`src/rtl/serial_borrow_subtractor_64_pkg.sv`:
```
// Shared definitions for the serial borrow subtractor: FSM encoding and default sizes.
package serial_borrow_subtractor_64_pkg;
   localparam int WIDTH_DEF = 64;
   localparam int CHUNK_DEF = 8;

   typedef enum logic [1:0] {
      S_IDLE = 2'd0,
      S_RUN  = 2'd1,
      S_DONE = 2'd2
   } state_t;
endpackage

```
`src/rtl/borrow_chunk_sub.sv`:
```
// Combinational CHUNK-bit ripple-borrow subtractor slice: {bout, d} = a - b - bin.
module borrow_chunk_sub #(
   parameter int CHUNK = 8
) (
   input  logic [CHUNK-1:0] a,
   input  logic [CHUNK-1:0] b,
   input  logic             bin,
   output logic [CHUNK-1:0] d,
   output logic             bout
);
   logic [CHUNK:0] br;

   assign br[0] = bin;

   for (genvar i = 0; i < CHUNK; i++) begin : g_fs
      assign d[i]    = a[i] ^ b[i] ^ br[i];
      assign br[i+1] = (~a[i] & (b[i] | br[i])) | (b[i] & br[i]);
   end

   assign bout = br[CHUNK];
endmodule

```
`src/rtl/serial_borrow_subtractor_64.sv`:
```
// Multi-cycle subtractor, CHUNK bits per clock, LSB chunk first, start/busy/done handshake.
// Define SUB_OVERFLOW_EN to add the registered signed-overflow output ovf.
module serial_borrow_subtractor_64
   import serial_borrow_subtractor_64_pkg::*;
#(
   parameter int WIDTH = WIDTH_DEF,
   parameter int CHUNK = CHUNK_DEF
) (
   input  logic             clk,
   input  logic             rst,
   input  logic             start,
   input  logic [WIDTH-1:0] in1,
   input  logic [WIDTH-1:0] in2,
   input  logic             bin,
   output logic [WIDTH-1:0] out,
   output logic             bout,
   output logic             busy,
`ifdef SUB_OVERFLOW_EN
   output logic             ovf,
`endif
   output logic             done
);
   localparam int NCHUNK = WIDTH / CHUNK;
   localparam int CW     = (NCHUNK > 1) ? $clog2(NCHUNK) : 1;
   localparam logic [CW-1:0] LAST = CW'(NCHUNK - 1);

   state_t           state_q;
   logic [WIDTH-1:0] a_q, b_q, out_q;
   logic             brw_q, bout_q, busy_q, done_q;
   logic [CW-1:0]    cnt_q;
   logic [CHUNK-1:0] diff_d;
   logic             brw_d;

   borrow_chunk_sub #(.CHUNK(CHUNK)) u_slice (
      .a    (a_q[cnt_q*CHUNK +: CHUNK]),
      .b    (b_q[cnt_q*CHUNK +: CHUNK]),
      .bin  (brw_q),
      .d    (diff_d),
      .bout (brw_d)
   );

`ifdef SUB_OVERFLOW_EN
   logic ovf_q;
   assign ovf = ovf_q;
`endif

   always_ff @(posedge clk or posedge rst) begin
      if (rst) begin
         state_q <= S_IDLE;
         a_q     <= '0;
         b_q     <= '0;
         out_q   <= '0;
         brw_q   <= 1'b0;
         cnt_q   <= '0;
         bout_q  <= 1'b0;
         busy_q  <= 1'b0;
         done_q  <= 1'b0;
`ifdef SUB_OVERFLOW_EN
         ovf_q   <= 1'b0;
`endif
      end else begin
         case (state_q)
            S_IDLE: begin
               if (start) begin
                  a_q     <= in1;
                  b_q     <= in2;
                  brw_q   <= bin;
                  cnt_q   <= '0;
                  out_q   <= '0;
                  busy_q  <= 1'b1;
                  state_q <= S_RUN;
`ifdef SUB_OVERFLOW_EN
                  ovf_q   <= 1'b0;
`endif
               end
            end
            S_RUN: begin
               out_q[cnt_q*CHUNK +: CHUNK] <= diff_d;
               brw_q <= brw_d;
               cnt_q <= cnt_q + 1'b1;
               if (cnt_q == LAST) begin
                  state_q <= S_DONE;
                  bout_q  <= brw_d;
                  done_q  <= 1'b1;
`ifdef SUB_OVERFLOW_EN
                  // diff_d[CHUNK-1] is the result MSB produced this cycle
                  ovf_q   <= (a_q[WIDTH-1] != b_q[WIDTH-1]) &&
                             (diff_d[CHUNK-1] != a_q[WIDTH-1]);
`endif
               end
            end
            S_DONE: begin
               done_q  <= 1'b0;
               busy_q  <= 1'b0;
               state_q <= S_IDLE;
            end
            default: begin
               done_q  <= 1'b0;
               busy_q  <= 1'b0;
               state_q <= S_IDLE;
            end
         endcase
      end
   end

   assign out  = out_q;
   assign bout = bout_q;
   assign busy = busy_q;
   assign done = done_q;
endmodule

```
`config.mk`:
```
export PLATFORM = sky130hd
export DESIGN_NAME = serial_borrow_subtractor_64
export DESIGN_NICKNAME = d
export VERILOG_FILES = /design/src/rtl/serial_borrow_subtractor_64_pkg.sv /design/src/rtl/borrow_chunk_sub.sv /design/src/rtl/serial_borrow_subtractor_64.sv
export SDC_FILE = /design/constraint.sdc
export NUM_CORES = 1
export LEC_CHECK = 0
export CAP_MARGIN = 20
export CORE_AREA = 2 2 118 120
export CTS_CLUSTER_SIZE = 25
export DETAILED_ROUTE_END_ITERATION = 7
export DIE_AREA = 0 0 120 122
export DONT_BUFFER_PORTS = 1
export HOLD_SLACK_MARGIN = 0.15
export PLACE_DENSITY = 0.92
export SLEW_MARGIN = 20
export SYNTH_ARGS = -nofsm -noshare
export SYNTH_HDL_FRONTEND = slang
export SYNTH_SLANG_ARGS = --single-unit
```
`constraint.sdc`:
```
create_clock -name clk -period 14.7 [get_ports clk]
set_clock_uncertainty 0.15 [all_clocks]
set_input_delay 1.47 -clock clk [delete_from_list [all_inputs] [get_ports clk]]
set_output_delay 1.47 -clock clk [all_outputs]
set_load 0.02 [all_outputs]
```
# Word level (Yosys, flattened, before mapping)
# Index checks and enable logic that the tools add are counted.
# word_totals
wordCells	99
inputBits	132
regBits	201
# op_classes
reduce_logical	8
add_sub_neg	2
n_bitwise	58
n_eq_ne	4
n_shift	4
n_mux	14
# op_table
cell	n
64-bit case mux with 2 select lines	1
64-bit by 7-bit variable part select with 8-bit output	2
64-bit bitwise mux	1
64-bit 2-to-1 mux	1
8-bit by 34-bit variable shift with 64-bit output, first input constant	1
8-bit by 34-bit variable part select with 64-bit output	1
6-bit negation with 34-bit output	1
1-bit AND	16
1-bit bitwise OR	16
1-bit XOR	16
2-bit AND reduction	6
1-bit inverter	10
1-bit case mux with 2 select lines	3
3-bit case mux with 2 select lines	1
2-bit 2-to-1 mux	2
2-bit != test, second input constant	2
2-bit case mux with 2 select lines	1
3-bit by 1-bit adder with 3-bit output, second input constant	1
3-bit == test, second input constant	1
1-bit 2-to-1 mux	3
3-bit 2-to-1 mux	1
2-bit by 1-bit == test with 1-bit output, second input constant	1
2-bit zero test	1
2-bit nonzero test	1

# Logic depth before layout (Yosys ltp)
# logic_depth
depth_word	26
ltp_mapped	18
mapped_depth_nobuf	15

# Cells and area by module
# From an unflattened synthesis, not the netlist that was laid out.
# hier_totals
hier_cells	911
area_unflattened_um2	9286.4
# modules_own_cells
mod	instances	cells_each	area_each_um2
serial_borrow_subtractor_64	1	885	9058.7
borrow_chunk_sub	1	26	227.7

# Worst setup path after synthesis
# OpenSTA, ideal clock, no wires.
# synth_timing
path_kind	flip-flop to flip-flop
startpoint	register cnt_q[0]
endpoint	register out_q[23], in the netlist out[23]
period_less_slack_ps	5121
n_path_buf	2
t_required_ps	14482
t_arrival_ps	4902
setup_time_ps	68
stages_incl_launch_ff	17
setup_slack_ps	9579
path_cell_list	dfrtp_1 -> buf_4 -> buf_2 -> mux4_2 -> a21oi_1 -> fa_1 -> inv_1 -> fa_1 -> fa_1 -> fa_1 -> fa_1 -> fa_1 -> fa_1 -> inv_1 -> fa_1 -> inv_1 -> a32o_1
# synth_between
elab_chain_len	26
word_cells_on_any_way	58
classes_between	add/sub: 1; shift: 4; mux: 2; bitwise: 51
# synth_lines
element	line_no	source
start: declaration	serial_borrow_subtractor_64.sv:30	logic [CW-1:0] cnt_q;
start signal: assignment	serial_borrow_subtractor_64.sv:80	cnt_q <= cnt_q + 1'b1;
64-bit by 7-bit variable part select with 8-bit output (on tied branches)	serial_borrow_subtractor_64.sv:36, serial_borrow_subtractor_64.sv:35	
1-bit bitwise OR / 1-bit inverter (equally long branches)	borrow_chunk_sub.sv:17	assign br[i+1] = (~a[i] & (b[i] | br[i])) | (b[i] & br[i]);
1-bit AND	borrow_chunk_sub.sv:17	
1-bit bitwise OR (2 in a row)	borrow_chunk_sub.sv:17	
1-bit AND	borrow_chunk_sub.sv:17	
1-bit bitwise OR (2 in a row)	borrow_chunk_sub.sv:17	
1-bit AND	borrow_chunk_sub.sv:17	
1-bit bitwise OR (2 in a row)	borrow_chunk_sub.sv:17	
[6 not listed]	-	
1-bit AND	borrow_chunk_sub.sv:17	
1-bit bitwise OR (2 in a row)	borrow_chunk_sub.sv:17	
1-bit AND	borrow_chunk_sub.sv:17	
1-bit bitwise OR	borrow_chunk_sub.sv:17	
1-bit XOR	borrow_chunk_sub.sv:16	assign d[i] = a[i] ^ b[i] ^ br[i];
8-bit by 34-bit variable part select with 64-bit output	serial_borrow_subtractor_64.sv:78	out_q[cnt_q*CHUNK +: CHUNK] <= diff_d;
64-bit bitwise mux (*)	serial_borrow_subtractor_64.sv:78	
64-bit case mux with 2 select lines (*)	serial_borrow_subtractor_64.sv:62	case (state_q)
end signal: indexed assignment	serial_borrow_subtractor_64.sv:78	
end: declaration	serial_borrow_subtractor_64.sv:28	logic [WIDTH-1:0] a_q, b_q, out_q;
# Every way passes the cells marked *; elsewhere a longest branch is shown, timed or not.
# A chain may end at the register's enable or synchronous reset.

# Worst setup path after layout
# layout_timing
startpoint	register cnt_q[2]
endpoint	register out_q[23], in the netlist out[23]
# The elaborated chain is that of the path after synthesis.

==> out/results.txt <==
Status: completed
Initial Utilization: 0.661
Synthesized cell area: 8930 sq um
# port buffers: 0
Crit path DAT: 5850 ps
Total grt overflow: 0
Design Power: 2.80 mW
Share of cells above drive strength 1: 0.0813
Critical path type: reg2reg
Final setup TNS: 0 ps
Tcrit/Tclk final: 0.380
Via density: 6.20
Rel. slew slack: 0.362
Top post-synthesis cells by area: dfrtp_1 56%, nand2_1 17%, mux2i_1 5.4%
First-pass GRT wire length: 33,400 microns
Worst hold path endpoint: a_q[53]$_DFFE_PP0P_
Resized cells post-CTS: 0
Peak VDD IR: 0.190 mV
Total leakage power: 4.91 nW
DP Area: 8980 sq um
Cell taking the most area after synthesis: dfrtp_1
Worst reg2reg path startpoint: cnt_q[2]$_DFFE_PP0P_
Worst-path fanout max: 24
ANT nets after route: 0
Tightest Hold Check Type: reg2reg
DR DRC count: 0
Crit end category: flip-flop
TritonCTS clock tree: yes
CP required: 14,960 ps
Cell Count, Final, Fillers Out: 1,041
Switching power: 1.25 mW
P per Cell Area: 290 nW/um^2
Slowest CP cell: dfrtp_1
Ys Warns: 0
# diodes: 0
Setup Buffers After CTS: 0
IO Pins: 199
Hold Path Depth: 2
Switch share: 0.447
Max clock buf depth: 3
Post-route cell area: 9670 sq um
DP Worst Slack: 9300 ps
Syn Inst Count: 872
Vias in the first global route: 6,350
RSZ-0062 raised after global routing: false
WHS: 318 ps
F_max: 0.179 GHz
Cell variety after synth: 41
CP bufs+invs: 3
Worst r2r dst: out[23]$_DFFE_PP0P_
Htree depth: 1
Clk pwr share: 0.185
Number of buffers created by CTS: 20
Yosys reg bits: 201
Final Util: 0.716
Hold Violations, Final: 0
Post-Route WL: 21,200 microns
Hold Crit Start: a_q[53]$_DFFE_PP0P_
Comb power frac: 0.429
DR iter-0 viols: 520
Post-route setup slack: 9110 ps
Post-synth top area share: 0.563
Post-synth EDFFs: 0
Placed insts: 1,005
CTS root buf: clkbuf_16
Syn avg cell area: 10.2 sq um
Die Footprint: 14,600 sq um
Reg2reg setup slack: 9110 ps
Die H: 122 microns
Area of the core: 13,500 sq um
Mapped Nets: 1,019
Max-cap violations: 0
CP dominant cell by count: fa_1
Placer congestion estimate: 0.830
Skew-Pair Late Insertion Delay: 480 ps
Sequential share of the synthesized area: 0.563
First-pass iteration count of the detailed router: 8
Final Setup Violations: 0
Width of the die: 120 microns
Tot GR Track Use: 0.295
Largest net degree at the start of global routing: 113
CP Depth: 15
Cell Chain, Critical Path: nand2b_1 > o22ai_1 > a21oi_1 > fa_1 > inv_1 > fa_1 > fa_1 > fa_1 > fa_1 > fa_1 > fa_1 > inv_1 > fa_1 > inv_1 > a32o_1
Sink Count: 201
Layout net count: 995
Sequential share of power: 0.386
Vias: 6,455
FFs w/ async S/R, synth: 1.00
P_int: 1.55 mW
Initial antenna violation count: 0
Fin. max-slew vios: 0
CP top delay family: adder cells
Clk slew on worst S/H paths: 60 ps
Drt wl/cell: 20.4 microns
Final Critical Period: 5590 ps
Placed wire-length estimate: 14,500 microns
Layout area overhead: 8.27%
Top FF cell, synth: dfrtp_1
Largest stage delay, worst path: 810 ps
# hold bufs at CTS: 0
Slew @ Worst Pin: 955 ps
Cells on worst reg2reg path: 15
Startpoint types: flip-flop
Rows: 43
==> per-layer routing <==
metal	routed length [microns]	up-vias	track usage
met3	1740	50	0.0618
li1	-	2856	-
met4	594	0	0.104
met2	10500	333	0.482
met1	8360	3216	0.397
met5	0	-	0
==> registers in the layout, indices dropped and copies added, names as in the netlist <==
| name | count |
|---|---|
| cnt_q | 3 |
| brw_q | 1 |
| done | 1 |
| state_q | 2 |
| bout | 1 |
| b_q | 64 |
| a_q | 64 |
| busy | 1 |
| out | 64 |
==> cell usage after synthesis, types with 4 or more instances <==
cell type	instances
nand2_1	408
dfrtp_1	201
mux2i_1	48
a22o_1	42
buf_2	22
clkbuf_1	22
inv_1	16
mux4_2	16
a21oi_1	10
a32o_1	8
fa_1	8
o221ai_1	8
o22ai_1	8
ha_1	7
buf_1	6
a41oi_2	4
==> worst min-delay path: stages (launching register included) <==
cell	delay, ps
dfrtp_1	330
nand2_1	50
nand2_1	50
==> logic make-up (layout without fill, tap and decap cells) <==
family	after synthesis	in the layout	share of synthesized area
adder cells (fa/ha/maj)	15	15	0.0277
AO/OA/AOI/OAI	88	88	0.0841
AND/OR/NAND/NOR	435	435	0.197
flip-flops	201	201	0.563
buffers and inverters	68	57	0.0325
multiplexers	65	65	0.0954
==> how the worst max path moves through the flow <==
stage | to | from | slack [ps]
2_1_floorplan | a_q[0]$_DFFE_PP0P_ | rst | 7600
3_3_place_gp | out[23]$_DFFE_PP0P_ | cnt_q[2]$_DFFE_PP0P_ | 9440
3_5_place_dp | out[23]$_DFFE_PP0P_ | cnt_q[2]$_DFFE_PP0P_ | 9300
4_1_cts | out[23]$_DFFE_PP0P_ | cnt_q[2]$_DFFE_PP0P_ | 9200
5_1_grt | out[23]$_DFFE_PP0P_ | cnt_q[2]$_DFFE_PP0P_ | 8840
6_report | out[23]$_DFFE_PP0P_ | cnt_q[2]$_DFFE_PP0P_ | 9110
==> power groups by stage <==
stage	sequential (mW)	combinational [mW]	clock [mW]
CTS	1.08	1.20	0.520
finish	1.08	1.20	0.518
detailed placement	1.08	1.19	0
floorplan	0.996	0.891	0
global route	1.11	1.31	0.544
global placement	1.07	1.13	0
==> placed cells by master, fill, tap and decap left out, types with 3 or more instances in the layout <==
cell type / count
clkbuf_16: 21
nand2_1: 408
clkbuf_1: 4
a21oi_1: 10
dfrtp_1: 200
a41oi_2: 4
a32o_1: 8
o22ai_1: 8
clkbuf_8: 7
buf_4: 4
nand2b_1: 3
fa_1: 8
ha_1: 7
o221ai_1: 8
mux2i_1: 48
inv_1: 15
mux4_2: 16
nor2b_1: 3
a22o_1: 42
==> cell type report <==
cell class	instances	area, sq um
Tap cell	180	225
Clock inverter	3	40.0
Sequential cell	201	5030
Clock buffer	32	637
Multi-Input combinational cell	603	3610
Timing Repair Buffer	6	52.6
Inverter	16	67.6
Fill cell	924	3830
Note: power is estimated with default switching activity, not from simulation.
